[config.mk]
export PLATFORM = sky130hd
export DESIGN_NAME = ov7670_cfg_sequencer
export DESIGN_NICKNAME = d
export VERILOG_FILES = /design/src/rtl/ov7670_cfg_sequencer.sv
export SDC_FILE = /design/constraint.sdc
export NUM_CORES = 1
export LEC_CHECK = 0
export BUFFER_PORTS_ARGS = -buffer_cell sky130_fd_sc_hd__buf_4
export CORE_UTILIZATION = 40
export DETAILED_ROUTE_END_ITERATION = 10
export PLACE_DENSITY = 0.62
export RECOVER_POWER = 50
export SLEW_MARGIN = 20
export SYNTH_ARGS = -nofsm -noshare
export SYNTH_HDL_FRONTEND = slang
export SYNTH_SLANG_ARGS = --single-unit
[constraint.sdc]
create_clock -name i_clk -period 3.6 [get_ports i_clk]
set_input_delay 0.18 -clock i_clk [delete_from_list [all_inputs] [get_ports i_clk]]
set_output_delay 0.18 -clock i_clk [all_outputs]
set_load 0.02 [all_outputs]
[src/rtl/ov7670_cfg_sequencer.sv]
// OV7670 register bring-up: walks a ROM of {reg, value} pairs and hands each one to the SCCB master.
// Optional read-back verification of every write except the reset entry is enabled by defining CFG_VERIFY_EN.
module ov7670_cfg_sequencer #(
   parameter logic [6:0] DEV_ADDR    = 7'h21,
   parameter int         CLK_HZ      = 27000000,
   parameter int         DELAY_MS    = 10,
   parameter int         GAP_CYC     = 16,
   parameter int         TIMEOUT_CYC = 1000000
) (
   input  logic       i_clk,
   input  logic       i_rst,
   input  logic       i_start,
   input  logic       i_sccb_ready,
   input  logic [7:0] i_sccb_dout,
   output logic [6:0] o_sccb_addr,
   output logic [7:0] o_sccb_reg,
   output logic [7:0] o_sccb_data,
   output logic       o_sccb_rd_wr,
   output logic       o_sccb_en,
   output logic       o_busy,
   output logic       o_done,
   output logic       o_error,
   output logic [5:0] o_index
);

   localparam logic [31:0] DELAY_LAST   = 32'(CLK_HZ / 1000 * DELAY_MS - 1);
   localparam logic [31:0] GAP_LAST     = 32'(GAP_CYC - 1);
   localparam logic [31:0] TIMEOUT_LAST = 32'(TIMEOUT_CYC - 1);
   localparam logic [15:0] END_MARK     = 16'hFFFF;
   localparam logic [15:0] DELAY_MARK   = 16'hFFF0;

   typedef enum logic [3:0] {
      S_IDLE, S_FETCH, S_ISSUE, S_WAIT_ACK, S_WAIT_DONE,
      S_GAP, S_DELAY, S_DONE, S_ERROR
   } state_t;

   state_t      state;
   logic [31:0] cnt;
   logic [15:0] rom_entry;

   assign o_sccb_addr = DEV_ADDR;

   // Index 63 and every unlisted index fall through to the end marker.
   always_comb begin
      rom_entry = END_MARK;
      case (o_index)
         6'd0: rom_entry = 16'h1280;
         6'd1: rom_entry = DELAY_MARK;
         6'd2: rom_entry = 16'h1204;
         6'd3: rom_entry = 16'h40D0;
         6'd4: rom_entry = 16'h1180;
         6'd5: rom_entry = 16'h0C00;
         6'd6: rom_entry = 16'h3E00;
         6'd7: rom_entry = 16'h8C00;
         default: rom_entry = END_MARK;
      endcase
   end

`ifndef CFG_VERIFY_EN
   logic unused_dout;
   assign unused_dout = ^i_sccb_dout;
`endif

   always_ff @(posedge i_clk or posedge i_rst) begin
      if (i_rst) begin
         state        <= S_IDLE;
         cnt          <= '0;
         o_index      <= '0;
         o_sccb_reg   <= '0;
         o_sccb_data  <= '0;
         o_sccb_rd_wr <= 1'b0;
         o_sccb_en    <= 1'b0;
         o_busy       <= 1'b0;
         o_done       <= 1'b0;
         o_error      <= 1'b0;
      end else begin
         case (state)
            S_IDLE, S_DONE, S_ERROR: begin
               if (i_start) begin
                  state        <= S_FETCH;
                  cnt          <= '0;
                  o_index      <= '0;
                  o_sccb_rd_wr <= 1'b0;
                  o_busy       <= 1'b1;
                  o_done       <= 1'b0;
                  o_error      <= 1'b0;
               end
            end
            S_FETCH: begin
               o_sccb_reg  <= rom_entry[15:8];
               o_sccb_data <= rom_entry[7:0];
               cnt         <= '0;
               if (rom_entry == END_MARK) begin
                  state  <= S_DONE;
                  o_done <= 1'b1;
                  o_busy <= 1'b0;
               end else if (rom_entry == DELAY_MARK) begin
                  state <= S_DELAY;
               end else begin
                  state <= S_ISSUE;
               end
            end
            // Request only once the master is seen idle; en is held until it captures.
            S_ISSUE: begin
               if (i_sccb_ready) begin
                  o_sccb_en <= 1'b1;
                  state     <= S_WAIT_ACK;
                  cnt       <= '0;
               end else if (cnt == TIMEOUT_LAST) begin
                  state   <= S_ERROR;
                  o_error <= 1'b1;
                  o_busy  <= 1'b0;
               end else begin
                  cnt <= cnt + 32'd1;
               end
            end
            S_WAIT_ACK: begin
               if (!i_sccb_ready) begin
                  o_sccb_en <= 1'b0;
                  state     <= S_WAIT_DONE;
                  cnt       <= '0;
               end else if (cnt == TIMEOUT_LAST) begin
                  o_sccb_en <= 1'b0;
                  state     <= S_ERROR;
                  o_error   <= 1'b1;
                  o_busy    <= 1'b0;
               end else begin
                  cnt <= cnt + 32'd1;
               end
            end
            S_WAIT_DONE: begin
               if (i_sccb_ready) begin
                  cnt <= '0;
`ifdef CFG_VERIFY_EN
                  // Every write except the reset register is followed by a read of the same register.
                  if (!o_sccb_rd_wr && o_index != 6'd0) begin
                     o_sccb_rd_wr <= 1'b1;
                     state        <= S_ISSUE;
                  end else if (o_sccb_rd_wr && i_sccb_dout != o_sccb_data) begin
                     state   <= S_ERROR;
                     o_error <= 1'b1;
                     o_busy  <= 1'b0;
                  end else begin
                     o_sccb_rd_wr <= 1'b0;
                     state        <= S_GAP;
                  end
`else
                  state <= S_GAP;
`endif
               end else if (cnt == TIMEOUT_LAST) begin
                  state   <= S_ERROR;
                  o_error <= 1'b1;
                  o_busy  <= 1'b0;
               end else begin
                  cnt <= cnt + 32'd1;
               end
            end
            S_GAP: begin
               if (cnt == GAP_LAST) begin
                  cnt     <= '0;
                  o_index <= o_index + 6'd1;
                  state   <= S_FETCH;
               end else begin
                  cnt <= cnt + 32'd1;
               end
            end
            S_DELAY: begin
               if (cnt == DELAY_LAST) begin
                  cnt     <= '0;
                  o_index <= o_index + 6'd1;
                  state   <= S_FETCH;
               end else begin
                  cnt <= cnt + 32'd1;
               end
            end
            default: state <= S_IDLE;
         endcase
      end
   end

endmodule

==> flow_summary.ini <==
[clocking]
ctsHoldBuffers = 0
cts_tree = built
cts-root-buf = sky130_fd_sc_hd__clkbuf_8
clock_tree.buffer_depth = 2
cts_resized = 0
clk_pin_slew_worst_paths_ns = 0.07
count_of_buffers_added_by_post_cts_timing_repair_for_setup = 0
cts_htree_levels = 3
clock-sinks = 57
worstSkewPairLatency_ns = 0.34
tritoncts.num_buffers = 9

[worst_setup_path]
setup.worst_path.start_class = flop
cp_data_arrival_time_ns = 3.02
worst-endpoint-required_ns = 3.79
worstRegToRegCells = 8
setup.worst_path.end_class = flop
timing.setup.critical_path_class = flop to flop
largest_driver_fanout_on_the_critical_path = 26

[placement]
numPortBuffers = 29
placement_stage_worst_setup_slack_ns = 0.824
dp_cells = 543
dp.final_hpwl_um = 5980
finalWeightedCongestion = 0.837

[timing]
layout_setup_ws_ns = 0.772
whs_ns = 0.233
finalSetupViolations = 0
final.setup_skew_ns = 0.00705
worst_pin_slew_ns = 1.59
fin_setup_tns_ns = 0
timing.slew.headroom = -0.0609
report.final.slew_viol_count = 42
endpoints_failing_hold = 0
fmax_ghz = 0.354
min_period_ns = 2.83
share_of_the_clock_period_used_by_the_worst_path_after_layout = 0.786
rsz0062_at_grt = no

[logic_synthesis]
async_reset_ff_frac = 1.00
syn-mean-instance-area_um2 = 8.48
synth-warning-count = 0
synth.cell_area_mm2 = 0.00369
synth.distinct_cells = 56
yosys_register_bits = 57
number_of_flops_mapped_to_enable_cells_by_yosys = 0
ys_dominant_reg_cell = sky130_fd_sc_hd__dfrtp_1
number_of_instances_in_the_synthesized_netlist = 435
sequential_to_total_area_share_from_yosys_stat = 0.387

[cells_and_area]
mostFrequentLayoutCell = sky130_fd_sc_hd__dfrtp_1
num-fill-cells = 864
stdcell_count = 559
n_antenna_cell = 0
number_of_flip_flops_under_the_largest_register_name = 32
synthToLayoutAreaGrowth_pct = 9.56
design.final.nets = 465
layout-drive-gt1-share = 0.120
mostFrequentLayoutCells = 57 x sky130_fd_sc_hd__dfrtp_1, 41 x sky130_fd_sc_hd__nand2_1, 37 x sky130_fd_sc_hd__a21oi_1
final_core_utilization = 0.459

[detailed_routing]
drt_drc_violations_left = 5
routed-via-count = 3329
wl_um = 8820
drt-wirelength-per-cell_um = 15.8
avgViaCountPerCell = 5.96
first_iter_violations = 135
drt_pass1_iterations = 8
ant_nets = 0

[global_route]
grt_first_pass_wirelength_um = 15000
gr-usage-all-layers = 0.195
antenna_found_initial = 0
grt_overflow = 0
vias_in_the_first_global_route = 3020
grt_max_degree = 42

[power]
net-switching-power_w = 0.00131
ir_drop_uv = 233
power.sequential.fraction = 0.326
internal_power_w = 0.00163
static-leakage-power_nw = 1.67
share_clk_of_total_power = 0.221
power_per_cell_area_mw_per_mm2 = 728
power.share.combinational = 0.452
p_sw_frac = 0.447

[job]
drv_cap = 1

[min_path]
min_path_cells = 3
timing.hold.worst.class = input pin to flop

[die]
number_of_placed_i_o_pins = 46
number_of_cell_rows = 34
effective_utilization_at_floorplan = 0.419
die_width_um = 98.0
die_h_um = 98.0
core_region_area_mm2 = 0.00881
area_of_the_die_mm2 = 0.00961

[outcome]
status = finished with violations
violations = design-rule violations, max-capacitance violations, max-slew violations
[through the flow]
step / power [W] / area (um2)
after floorplan: 0.00197 / 3710
after global placement: 0.00231 / 3880
after detailed placement: 0.00234 / 3880
after CTS: 0.00300 / 4100
after global routing: 0.00316 / 4040
final: 0.00294 / 4040
[cell families after synthesis]
| family | Yosys count | share of synthesized area |
|---|---|---|
| and+or+nand+nor | 172 | 0.254 |
| AOI/OAI and AO/OA | 136 | 0.235 |
| DFF | 57 | 0.387 |
| buffers and inverters | 52 | 0.0732 |
| adders and majority gates | 7 | 0.0237 |
| muxes | 7 | 0.0203 |
| other | 2 | 0.00204 |
| xor gates and xnor gates | 2 | 0.00475 |
[power groups by stage]
stage / Combinational [W] / Clock [W] / Sequential, W
after floorplan: 0.00101 / 0 / 0.000965
after global routing: 0.00147 / 0.000694 / 0.000991
after global placement: 0.00135 / 0 / 0.000966
final: 0.00133 / 0.000651 / 0.000960
after CTS: 0.00138 / 0.000663 / 0.000958
after detailed placement: 0.00137 / 0 / 0.000972
[final cells by class]
class / count / area [um2] / share of cell area
multi-input cells: 332 / 2020 / 0.499
flip-flops and latches: 57 / 1430 / 0.353
repair buffers: 36 / 218 / 0.0539
well taps: 108 / 135 / 0.0334
clock buffers: 10 / 128 / 0.0316
clock inverters: 6 / 82.6 / 0.0204
inverters: 10 / 37.5 / 0.00929
[routing by layer]
layer  vias to the layer above  global-route usage  wire length (um)
li1                       1624                   -                 -
met4                         0              0.0874               139
met1                      1612               0.269              4180
met5                         -                   0                 0
met3                        12              0.0322               384
met2                        81               0.302              4120
[worst max-delay path: stages (launching register included)]
cell and delay (ns):
sky130_fd_sc_hd__dfrtp_1 0.40, sky130_fd_sc_hd__ha_1 0.24, sky130_fd_sc_hd__and3_1 0.21, sky130_fd_sc_hd__nand3_1 0.13
sky130_fd_sc_hd__nor4_1 0.69, sky130_fd_sc_hd__o221ai_2 0.37, sky130_fd_sc_hd__buf_4 0.33, sky130_fd_sc_hd__a41oi_1 0.23
sky130_fd_sc_hd__a21oi_1 0.06
[path summary, 6_finish.rpt]
path                              start        endpoint  slack [ns]
setup / recovery                 cnt[0]         cnt[22]        0.77
min in group asynchronous         i_rst  o_sccb_data[3]        0.32
hold reg to reg                 o_error         o_error        0.49
max in group asynchronous         i_rst       o_sccb_en        1.68
setup reg to reg                 cnt[0]         cnt[22]        0.77
hold / removal             i_sccb_ready       o_sccb_en        0.23
[synth_stat cells, drive strengths merged, types with 2 or more instances]
library cell / number / area [um2]
nor3: 14 / 81.3
conb: 2 / 7.51
a31oi: 30 / 188
o21a: 4 / 30.0
nand2: 41 / 154
mux2i: 3 / 30.0
and3: 12 / 76.3
or4: 4 / 30.0
o21ai: 35 / 175
a21oi: 37 / 185
clkbuf: 21 / 80.1
and4b: 2 / 20.0
dfrtp: 57 / 1430
a41oi: 4 / 35.0
nor2: 32 / 120
mux2: 4 / 45.0
o21bai: 2 / 15.0
nor2b: 5 / 31.3
and3b: 2 / 17.5
inv: 10 / 37.5
o41ai: 2 / 17.5
nor4: 9 / 86.3
ha: 7 / 87.6
o31ai: 5 / 37.5
and2: 5 / 31.3
buf: 21 / 153
nand4b: 2 / 23.8
nand2b: 9 / 56.3
nand4: 6 / 37.5
nand3: 21 / 105
o32a: 2 / 20.0
o211ai: 6 / 58.8
or3: 3 / 21.3
a22o: 2 / 18.8
o221ai: 4 / 41.3
Power figures use the tool's default switching activity.
